**src/rtl/cim_accum_core_if.sv**
```systemverilog
// Bundle of write-port, job-control, activation-stream and result-stream
// signals shared between the accumulate core and whatever drives it.
interface cim_accum_core_if #(
  parameter int XIN_BIT_WIDTH = 11,
  parameter int MEM_BIT_WIDTH = 8,
  parameter int MEM_ADR_WIDTH = 4,
  parameter int NUM_COL       = 4,
  parameter int ACC_BIT_WIDTH = XIN_BIT_WIDTH + MEM_BIT_WIDTH - 1 + MEM_ADR_WIDTH
);
  logic                               web;
  logic [MEM_ADR_WIDTH-1:0]           wadr;
  logic [NUM_COL*MEM_BIT_WIDTH-1:0]   din;
  logic                               start;
  logic [MEM_ADR_WIDTH-1:0]           base_adr;
  logic [MEM_ADR_WIDTH-1:0]           len_m1;
  logic                               busy;
  logic [XIN_BIT_WIDTH-1:0]           xin;
  logic                               xin_valid;
  logic                               xin_ready;
  logic [NUM_COL*ACC_BIT_WIDTH-1:0]   dout;
  logic                               dout_valid;
  logic                               dout_ready;

  modport master (
    output web, wadr, din, start, base_adr, len_m1, xin, xin_valid, dout_ready,
    input  busy, xin_ready, dout, dout_valid
  );

  modport slave (
    input  web, wadr, din, start, base_adr, len_m1, xin, xin_valid, dout_ready,
    output busy, xin_ready, dout, dout_valid
  );
endinterface

```
**src/rtl/cim_accum_core.sv**
```systemverilog
// Multi-column compute-in-memory dot-product engine: streams activations against
// consecutive weight rows and accumulates one signed sum per column.
module cim_accum_core #(
  parameter int XIN_BIT_WIDTH = 11,
  parameter int MEM_BIT_WIDTH = 8,
  parameter int MEM_ADR_WIDTH = 4,
  parameter int NUM_COL       = 4,
  parameter int ACC_BIT_WIDTH = XIN_BIT_WIDTH + MEM_BIT_WIDTH - 1 + MEM_ADR_WIDTH
) (
  input logic             clk,
  input logic             rst,
  cim_accum_core_if.slave bus
);
  localparam int MEM_DEPTH = 1 << MEM_ADR_WIDTH;
  localparam int ROW_W     = NUM_COL * MEM_BIT_WIDTH;
  localparam int MAG_W     = XIN_BIT_WIDTH + MEM_BIT_WIDTH - 2;

  typedef enum logic [1:0] {S_IDLE, S_RUN, S_DRAIN, S_DONE} state_t;

  state_t                     state_q, state_d;
  logic [MEM_ADR_WIDTH-1:0]   ptr_q, ptr_d;
  logic [MEM_ADR_WIDTH-1:0]   cnt_q, cnt_d;
  logic                       beat_q, beat_d;
  logic [XIN_BIT_WIDTH-1:0]   x_q, x_d;
  logic                       clear_acc;

  logic [ROW_W-1:0]           mem [MEM_DEPTH];
  logic [ROW_W-1:0]           rd_data_q;
  logic [NUM_COL*ACC_BIT_WIDTH-1:0] dout_w;

  always_comb begin
    state_d   = state_q;
    ptr_d     = ptr_q;
    cnt_d     = cnt_q;
    beat_d    = 1'b0;
    x_d       = x_q;
    clear_acc = 1'b0;
    case (state_q)
      S_IDLE: begin
        if (bus.start) begin
          state_d   = S_RUN;
          ptr_d     = bus.base_adr;
          cnt_d     = bus.len_m1;
          clear_acc = 1'b1;
        end
      end
      S_RUN: begin
        if (bus.xin_valid) begin
          beat_d = 1'b1;
          x_d    = bus.xin;
          ptr_d  = ptr_q + MEM_ADR_WIDTH'(1);
          cnt_d  = cnt_q - MEM_ADR_WIDTH'(1);
          if (cnt_q == '0) begin
            state_d = S_DRAIN;
          end
        end
      end
      S_DRAIN: state_d = S_DONE;
      S_DONE: begin
        if (bus.dout_ready) begin
          state_d = S_IDLE;
        end
      end
      default: state_d = S_IDLE;
    endcase
  end

  always_ff @(posedge clk) begin
    if (rst) begin
      state_q <= S_IDLE;
      ptr_q   <= '0;
      cnt_q   <= '0;
      beat_q  <= 1'b0;
      x_q     <= '0;
    end else begin
      state_q <= state_d;
      ptr_q   <= ptr_d;
      cnt_q   <= cnt_d;
      beat_q  <= beat_d;
      x_q     <= x_d;
    end
  end

  // Weight store: non-blocking read/write gives old data on a same-row collision.
  always_ff @(posedge clk) begin
    if (!bus.web) begin
      mem[bus.wadr] <= bus.din;
    end
    if (beat_d) begin
      rd_data_q <= mem[ptr_q];
    end
  end

  genvar gi;
  generate
    for (gi = 0; gi < NUM_COL; gi++) begin : g_col
      logic [MEM_BIT_WIDTH-1:0] w;
      logic [MAG_W-1:0]         mag;
      logic                     sgn;
      logic [ACC_BIT_WIDTH-1:0] mag_ext;
      logic [ACC_BIT_WIDTH-1:0] term;
      logic [ACC_BIT_WIDTH-1:0] acc_q, acc_d;

      assign w       = rd_data_q[gi*MEM_BIT_WIDTH +: MEM_BIT_WIDTH];
      assign mag     = MAG_W'(w[MEM_BIT_WIDTH-2:0]) * MAG_W'(x_q[XIN_BIT_WIDTH-2:0]);
      assign sgn     = w[MEM_BIT_WIDTH-1] ^ x_q[XIN_BIT_WIDTH-1];
      assign mag_ext = ACC_BIT_WIDTH'(mag);
      // A signed zero magnitude negates to zero, so no special case is needed.
      assign term    = sgn ? (-mag_ext) : mag_ext;

      always_comb begin
        acc_d = acc_q;
        if (clear_acc) begin
          acc_d = '0;
        end else if (beat_q) begin
          acc_d = acc_q + term;
        end
      end

      always_ff @(posedge clk) begin
        if (rst) begin
          acc_q <= '0;
        end else begin
          acc_q <= acc_d;
        end
      end

      assign dout_w[gi*ACC_BIT_WIDTH +: ACC_BIT_WIDTH] = acc_q;
    end
  endgenerate

  assign bus.busy       = (state_q != S_IDLE);
  assign bus.xin_ready  = (state_q == S_RUN);
  assign bus.dout_valid = (state_q == S_DONE);
  assign bus.dout       = dout_w;
endmodule

```
**src/flat_wrapper.sv**
```systemverilog
// flat-port wrapper written by rule: the top's interface ports become plain ports
module cim_accum_core_flat 
#(
  parameter int XIN_BIT_WIDTH = 11,
  parameter int MEM_BIT_WIDTH = 8,
  parameter int MEM_ADR_WIDTH = 4,
  parameter int NUM_COL       = 4,
  parameter int ACC_BIT_WIDTH = XIN_BIT_WIDTH + MEM_BIT_WIDTH - 1 + MEM_ADR_WIDTH
)
  (clk, rst, bus_web, bus_wadr, bus_din, bus_start, bus_base_adr, bus_len_m1, bus_xin, bus_xin_valid, bus_dout_ready, bus_busy, bus_xin_ready, bus_dout, bus_dout_valid);
  cim_accum_core_if #(.XIN_BIT_WIDTH(XIN_BIT_WIDTH), .MEM_BIT_WIDTH(MEM_BIT_WIDTH), .MEM_ADR_WIDTH(MEM_ADR_WIDTH), .NUM_COL(NUM_COL), .ACC_BIT_WIDTH(ACC_BIT_WIDTH)) bus_i ();
  input logic clk;
  input logic rst;
  input wire logic [$bits(bus_i.web)-1:0] bus_web;
  input wire logic [$bits(bus_i.wadr)-1:0] bus_wadr;
  input wire logic [$bits(bus_i.din)-1:0] bus_din;
  input wire logic [$bits(bus_i.start)-1:0] bus_start;
  input wire logic [$bits(bus_i.base_adr)-1:0] bus_base_adr;
  input wire logic [$bits(bus_i.len_m1)-1:0] bus_len_m1;
  input wire logic [$bits(bus_i.xin)-1:0] bus_xin;
  input wire logic [$bits(bus_i.xin_valid)-1:0] bus_xin_valid;
  input wire logic [$bits(bus_i.dout_ready)-1:0] bus_dout_ready;
  output wire logic [$bits(bus_i.busy)-1:0] bus_busy;
  output wire logic [$bits(bus_i.xin_ready)-1:0] bus_xin_ready;
  output wire logic [$bits(bus_i.dout)-1:0] bus_dout;
  output wire logic [$bits(bus_i.dout_valid)-1:0] bus_dout_valid;
  assign bus_i.web = bus_web;
  assign bus_i.wadr = bus_wadr;
  assign bus_i.din = bus_din;
  assign bus_i.start = bus_start;
  assign bus_i.base_adr = bus_base_adr;
  assign bus_i.len_m1 = bus_len_m1;
  assign bus_i.xin = bus_xin;
  assign bus_i.xin_valid = bus_xin_valid;
  assign bus_i.dout_ready = bus_dout_ready;
  assign bus_busy = bus_i.busy;
  assign bus_xin_ready = bus_i.xin_ready;
  assign bus_dout = bus_i.dout;
  assign bus_dout_valid = bus_i.dout_valid;
  cim_accum_core #(.XIN_BIT_WIDTH(XIN_BIT_WIDTH), .MEM_BIT_WIDTH(MEM_BIT_WIDTH), .MEM_ADR_WIDTH(MEM_ADR_WIDTH), .NUM_COL(NUM_COL), .ACC_BIT_WIDTH(ACC_BIT_WIDTH)) u_core (.clk(clk), .rst(rst), .bus(bus_i));
endmodule
```
**config.mk**
```make
export PLATFORM = sky130hd
export DESIGN_NAME = cim_accum_core_flat
export DESIGN_NICKNAME = d
export VERILOG_FILES = /design/src/rtl/cim_accum_core_if.sv /design/src/rtl/cim_accum_core.sv /design/src/flat_wrapper.sv
export SDC_FILE = /design/constraint.sdc
export NUM_CORES = 1
export LEC_CHECK = 0
export CORE_MARGIN = 3
export CORE_UTILIZATION = 60
export DETAILED_ROUTE_END_ITERATION = 12
export GPL_ROUTABILITY_DRIVEN = 0
export PLACE_DENSITY = 0.81
export SYNTH_ARGS = -nofsm -noshare
export SYNTH_HDL_FRONTEND = slang
export SYNTH_SLANG_ARGS = --single-unit
```
**constraint.sdc**
```tcl
create_clock -name clk -period 17.09 [get_ports clk]
set_input_delay 3.418 -clock clk [delete_from_list [all_inputs] [get_ports clk]]
set_output_delay 3.418 -clock clk [all_outputs]
set_load 0.02 [all_outputs]
```
==> flow_metrics.tcl, run 1 <==
set metrics [dict create \
    grt_max_degree 68 \
    cp_top_family "adder cells" \
    via_count 25220 \
    synth_top_area_share_pct 41.89 \
    start_util_pct 61.26 \
    reg2reg_depth 26 \
    grt_pass1_vias 25960 \
    setup_ws_ns 9.330 \
    synth_top_area_cell "edfxtp_1" \
    final.setup.tns_ns 0 \
    synth_edf_count 544 \
    hp-class "reg2reg" \
    cts_tree "yes" \
    drive_gt1_share_pct 11.17 \
    hold_viol_final 0 \
    grt_pass1_wl_um 144800 \
    wl_per_cell_um 22.30 \
    cts_root_buf "clkbuf_16" \
    crit_type "reg2reg" \
    ir_worst_vdd_uv 102.6 \
    crit_buf_inv 2 \
    hold_depth 2 \
    overflow 0 \
    final_antenna_net_count 0 \
    ys_async_sr_fraction_pct 0 \
    wirelength_um 91770 \
    worst-endpoint-required_ns 17.67 \
    clock.fmax_mhz 128.9 \
    period_needed_ns 7.760 \
    fin_skew_ns 0.05217 \
    route.detailed.drc 0 \
    postCtsSetupRepairBufs 0 \
    setup_violations 0 \
    rr_endpoint "u_core.g_col[3].acc_q[21]" \
    cts_sinks 654 \
    ys_ff_latch 654 \
    first_pass_iters 6 \
    ys_seq_area_share_pct 47.54 \
    nets 3673 \
    outcome "completed" \
    stdcell_count 4115 \
    power_density_nw_per_um2 137.1 \
    min_from "u_core.g_col[0].acc_q[21]" \
    num-fill-cells 4217 \
    startpoint "u_core.x_q[6]" \
    p_leak_uw 0.01706 \
    placedCellCount 3990 \
    r2r-start "u_core.x_q[6]" \
    netlist_area_um2 38990 \
    synth_area_leaders "edfxtp_1 42%, mux4_2 9.3%, fa_1 8.2%" \
    insertion_delay_ns 0.63 \
    crit_fanout 29 \
    ys_types 84 \
    fp.dieArea_um2 68080 \
    rsz0062_at_grt "false" \
    maxCapViolCount 0 \
    worstSetupEndpointType "flop" \
    min_to "u_core.g_col[0].acc_q[21]" \
    regToRegSetupSlack_ns 9.33 \
    register_area_um2 18550 \
    cp_slowest_cell "dfxtp_1" \
    core_area_um2 63660 \
    dieHeight_um 260.9 \
    vias_per_cell 6.129 \
    synthFlopType "edfxtp_1" \
    ioPinCount 152 \
    clockBufferDepth 3 \
    min_period_over_period_pct 45.41 \
    dpl_worst_slack_ns 9.468 \
    syn-instance-count 3087 \
    core.rowCount 92 \
    syn_to_final_growth_pct 12.20 \
    path_common_cell "fa_1" \
    syn_area_per_cell_um2 12.63 \
    grt_util_all_layers_pct 27.45 \
    ys_warn_count 0 \
    startpoint_type "flop" \
    path_clk_slew_ns 0.07 \
    die_x_um 260.9 \
    cts_buffers 68 \
    syn_nets 3546 \
    synth_common_cells "544 x edfxtp_1, 261 x inv_1, 238 x ha_1" \
    ctsHoldBuffers 0 \
    tightestPinTransition_ns 1.119 \
    worst_path_largest_cell_delay_ns 1.06 \
    slew_headroom_pct 25.31 \
    fin_util_pct 68.73 \
    portBuffers 151 \
    htree_levels 3 \
    multiInputGateArea_um2 19110 \
    slew_viol_final 0 \
    antenna_found_initial 8 \
    synth_most_common_cell "edfxtp_1" \
    ctsResizeCount 0 \
    hpwl_um 57680 \
    drtIter0Drc 2433 \
    worstPathArrival_ns 8.34 \
]
==> final cells by class <==
class	count	share of cell area (%)
flip-flops and latches	654	42.40
inverters	261	2.239
multi-input cells	2045	43.69
clock buffers	85	4.127
clock inverters	38	1.092
repair buffers	184	4.021
well taps	846	2.419
diodes	2	0.01144
==> cells in the final DEF, fill, tap and decap left out, types with 11 or more instances in the layout <==
cell,count
edfxtp_1,544
inv_1,260
ha_1,238
and2_1,209
nand2_1,199
nor2_1,172
mux4_2,161
fa_1,160
clkdlybuf4s50_1,151
a21oi_1,123
xnor2_1,116
dfxtp_1,105
o21ai_0,73
clkbuf_16,68
xor2_1,55
mux2i_1,53
nor3_1,43
a21o_1,40
nand3_1,36
buf_4,33
a211oi_1,27
a31oi_1,25
o21a_1,24
or3_1,20
nor2b_1,18
or2_2,15
and3_1,15
nand2b_1,14
o31ai_1,13
nand4_1,13
o211ai_1,13
clkbuf_1,13
o21bai_1,12
nor2_4,12
clkinv_1,11
==> flip-flops by register name (all words and copies together) (netlist names) <==
name / flops
u_core.rd_data_q: 32
u_core.state_q: 2
u_core.mem: 512
u_core.beat_q: 1
u_core.g_col.acc_q: 88
u_core.x_q: 11
u_core.ptr_q: 4
u_core.cnt_q: 4
==> where the power goes <==
part           internal [uW]  total [uW]  switching, uW
registers               1830        1980            151
logic                   1130        2520           1390
clock network            868        1510            638
total                   3820        6000           2180
==> logic make-up (layout without fill, tap and decap cells) <==
kind of cell / after synthesis / after routing / synth area share, %
AO/OA/AOI/OAI: 445 / 445 / 7.643
other: 0 / 2 / 0
XOR/XNOR: 173 / 173 / 3.924
buffers and inverters: 388 / 568 / 3.738
AND/OR/NAND/NOR: 815 / 815 / 10.64
flip-flops: 654 / 654 / 47.54
adder cells (fa/ha/maj): 398 / 398 / 15.85
multiplexers: 214 / 214 / 10.66
==> worst max-delay path by stage <==
| stage | end | depth (start not counted) |
|---|---|---|
| 5_1_grt | u_core.g_col[1].acc_q[21] | 27 |
| 6_report | u_core.g_col[3].acc_q[21] | 26 |
| 4_1_cts | u_core.g_col[1].acc_q[21] | 27 |
| 2_1_floorplan | u_core.g_col[1].acc_q[21] | 29 |
| 3_5_place_dp | u_core.g_col[1].acc_q[21] | 27 |
| 3_3_place_gp | u_core.g_col[1].acc_q[21] | 27 |
==> metrics by stage <==
| step | cell area (um^2) | hold WS (ns) | total power (uW) |
|---|---|---|---|
| after floorplan | 38990 | 0.4812 | 3891 |
| after global placement | 41460 | 0.4882 | 4367 |
| after detailed placement | 41460 | 0.5028 | 4473 |
| after CTS | 43750 | 0.5105 | 6010 |
| after global routing | 43750 | 0.5332 | 6355 |
| final | 43750 | 0.5068 | 5998 |
==> tightest hold or removal path: stages, from the launching register on <==
cell and delay [ns]:
dfxtp_1 0.32, o21ai_1 0.09, a21oi_2 0.06
==> metal layers <==
| layer | routed length [um] | part of all wire (%) | track usage, % | vias up |
|---|---|---|---|---|
| met5 | 60 | 0.065 | 0 | - |
| met4 | 2381 | 2.6 | 8.532 | 8 |
| met3 | 6364 | 6.9 | 5.212 | 177 |
| met2 | 46010 | 50 | 46.39 | 974 |
| met1 | 36960 | 40 | 36.34 | 12620 |
| li1 | - | - | - | 11450 |
(Power assumes the default switching activity.)
==> run 2, diff against run 1 <==
- CORE_UTILIZATION: 60 -> 56
- PLACE_DENSITY: 0.81 -> 0.79
- clock period: 17.09 -> 6.6 ns (I/O delays scaled with it)
==> run 2 against run 1 <==
  * The run now ends with negative setup slack left
  * Wire length increased by 7.0%
  * Hold slack worse by 0.0012 ns
  * Flip-flop and latch count unchanged
  * Critical endpoint is now u_core.g_col[1].acc_q[21]
  * Combinational power rose to 3.2 times the previous value
  * Total power grew to 2.8 times the previous value
  * Via count up 5.3%
  * Sequential share of layout area shrank 2.5 points
  * Sequential power grew to 2.5 times the previous value
  * Critical path type unchanged
==> flow_metrics.tcl, run 2 (synthesis results as in run 1) <==
set metrics [dict create \
    outcome "complete, but fails checks" \
    violations "negative setup slack" \
    reg2reg_depth 27 \
    startpoint_type "flop" \
    grt_pass1_wl_um 150700 \
    crit_fanout 5 \
    layout_common_cells "544 x edfxtp_1, 251 x inv_1, 239 x buf_4" \
    hold_viol_final 0 \
    top_register "u_core.mem" \
    core_area_um2 68830 \
    grt_pass1_vias 27050 \
    route.detailed.drc 0 \
    period_needed_ns 6.676 \
    overflow 0 \
    worst-endpoint-required_ns 7.10 \
    die_x_um 269.9 \
    cts_root_buf "clkbuf_16" \
    ioPinCount 152 \
    hold_slack_ns 0.5056 \
    nets 3903 \
    portBuffers 151 \
    via_count 26570 \
    path_clk_slew_ns 0.06 \
    setup_violations 5 \
    core.rowCount 96 \
    cts_sinks 654 \
    worstPathArrival_ns 7.18 \
    hold_depth 2 \
    insertion_delay_ns 0.62 \
    start_util_pct 56.66 \
    final_antenna_net_count 0 \
    dieHeight_um 269.9 \
    clockBufferDepth 3 \
    maxCapViolCount 0 \
    reg_top3 "u_core.mem x512, u_core.g_col.acc_q x88, u_core.rd_data_q x32" \
    setup_ws_ns -0.07592 \
    slew_headroom_pct 20.84 \
    largest_reg_flops 512 \
    slew_viol_final 0 \
    grt_util_all_layers_pct 26.15 \
    drive_gt1_share_pct 21.41 \
    vias_per_cell 5.994 \
    hp-class "reg2reg" \
    cts_tree "yes" \
    p_total_uw 16970 \
    wl_per_cell_um 22.14 \
    min_period_over_period_pct 101.2 \
    fp.dieArea_um2 72830 \
    hpwl_um 62340 \
    cts_buffers 69 \
    p_leak_uw 0.01840 \
    drtIter0Drc 2309 \
    antenna_found_initial 8 \
    fin_skew_ns 0.02611 \
    final_common_cell "edfxtp_1" \
    syn_to_final_growth_pct 19.49 \
    worstSetupEndpointType "flop" \
    crit_type "reg2reg" \
    grt_max_degree 54 \
    power_density_nw_per_um2 364.2 \
    rsz0062_at_grt "true" \
    tightestPinTransition_ns 1.183 \
    wirelength_um 98170 \
    clock.fmax_mhz 149.8 \
    ir_worst_vdd_uv 221.0 \
    htree_levels 3 \
    first_pass_iters 5 \
]
-- run 2: changes by cell type in the layout (fill, tap and decap cells not counted), sizes merged --
cell    change
buf       +226
clkbuf      +3
clkinv      -1
diode       +2
inv         +3
-- run 2: cell type report --
| class | instances | area, um^2 |
|---|---|---|
| tap | 931 | 1165 |
| timing repair buffer | 413 | 3649 |
| antenna | 4 | 10.01 |
| inverter | 261 | 979.7 |
| multi-input combinational | 2045 | 19970 |
| fill | 4612 | 22230 |
| sequential | 654 | 18570 |
| clock inverter | 40 | 457.9 |
| clock buffer | 85 | 1787 |
-- run 2: report_power, final --
group          leakage (uW)  total [uW]  internal [uW]  switching (uW)
combinational        0.0115        8080           3890            4190
clock               0.00109        3870           2230            1640
sequential          0.00582        5020           4730             292
-- run 2: through the flow --
stage	worst slack (ns)	instances	util, %	instance area, um^2	setup TNS (ns)
final	-0.07592	4433	67.70	46590	-0.1677
after global routing	-0.3308	4431	67.69	46590	-3.248
after CTS	-0.009776	4381	66.04	45450	-0.01777
after detailed placement	-0.3297	4233	62.25	42850	-2.043
after global placement	-0.05229	4233	62.25	42850	-0.06634
after floorplan	0.01098	3087	-	39040	0
-- run 2: worst paths after layout --
check | from | end | slack [ns]
worst max-delay path | u_core.rd_data_q[9] | u_core.g_col[1].acc_q[21] | -0.08
worst min-delay path | u_core.g_col[2].acc_q[9] | u_core.g_col[2].acc_q[9] | 0.51
worst max register to register | u_core.rd_data_q[9] | u_core.g_col[1].acc_q[21] | -0.08
worst min register to register | u_core.g_col[2].acc_q[9] | u_core.g_col[2].acc_q[9] | 0.51
-- run 2: metal layers --
| layer | share of wire (%) | global-route usage, % | routed length (um) |
|---|---|---|---|
| met4 | 3.8 | 9.192 | 3707 |
| met3 | 6.4 | 4.077 | 6247 |
| met2 | 51 | 45.40 | 50080 |
| met1 | 39 | 33.55 | 38090 |
| met5 | 0.048 | 0 | 47 |
-- run 2: worst max-delay path, stage by stage (launching register included) --
cell      delay [ns]
edfxtp_1        0.42
and2_4          0.17
fa_1            0.55
inv_2           0.04
fa_1            0.53
inv_1           0.05
fa_1            0.50
inv_2           0.05
fa_1            0.50
inv_2           0.05
ha_4            0.22
o2111a_2        0.16
or4_4           0.57
buf_4           0.17
a21o_1          0.19
xor2_2          0.17
nor4_2          0.30
nand2_1         0.10
nor2_2          0.14
nor2_2          0.06
xor2_1          0.20
ha_1            0.25
or3_1           0.35
o21ai_0         0.19
o31ai_2         0.14
xor2_1          0.17
buf_4           0.15
a31o_1          0.19
-- run 2: timing repair --
item                                    in CTS  in global routing
resized for setup                           59                167
cloned                                       0                  3
hold endpoints to repair                     0                  0
hold buffers                                 0                  0
pin swaps                                   44                104
buffers inserted                            23                 46
endpoints found under the setup margin      18                 30
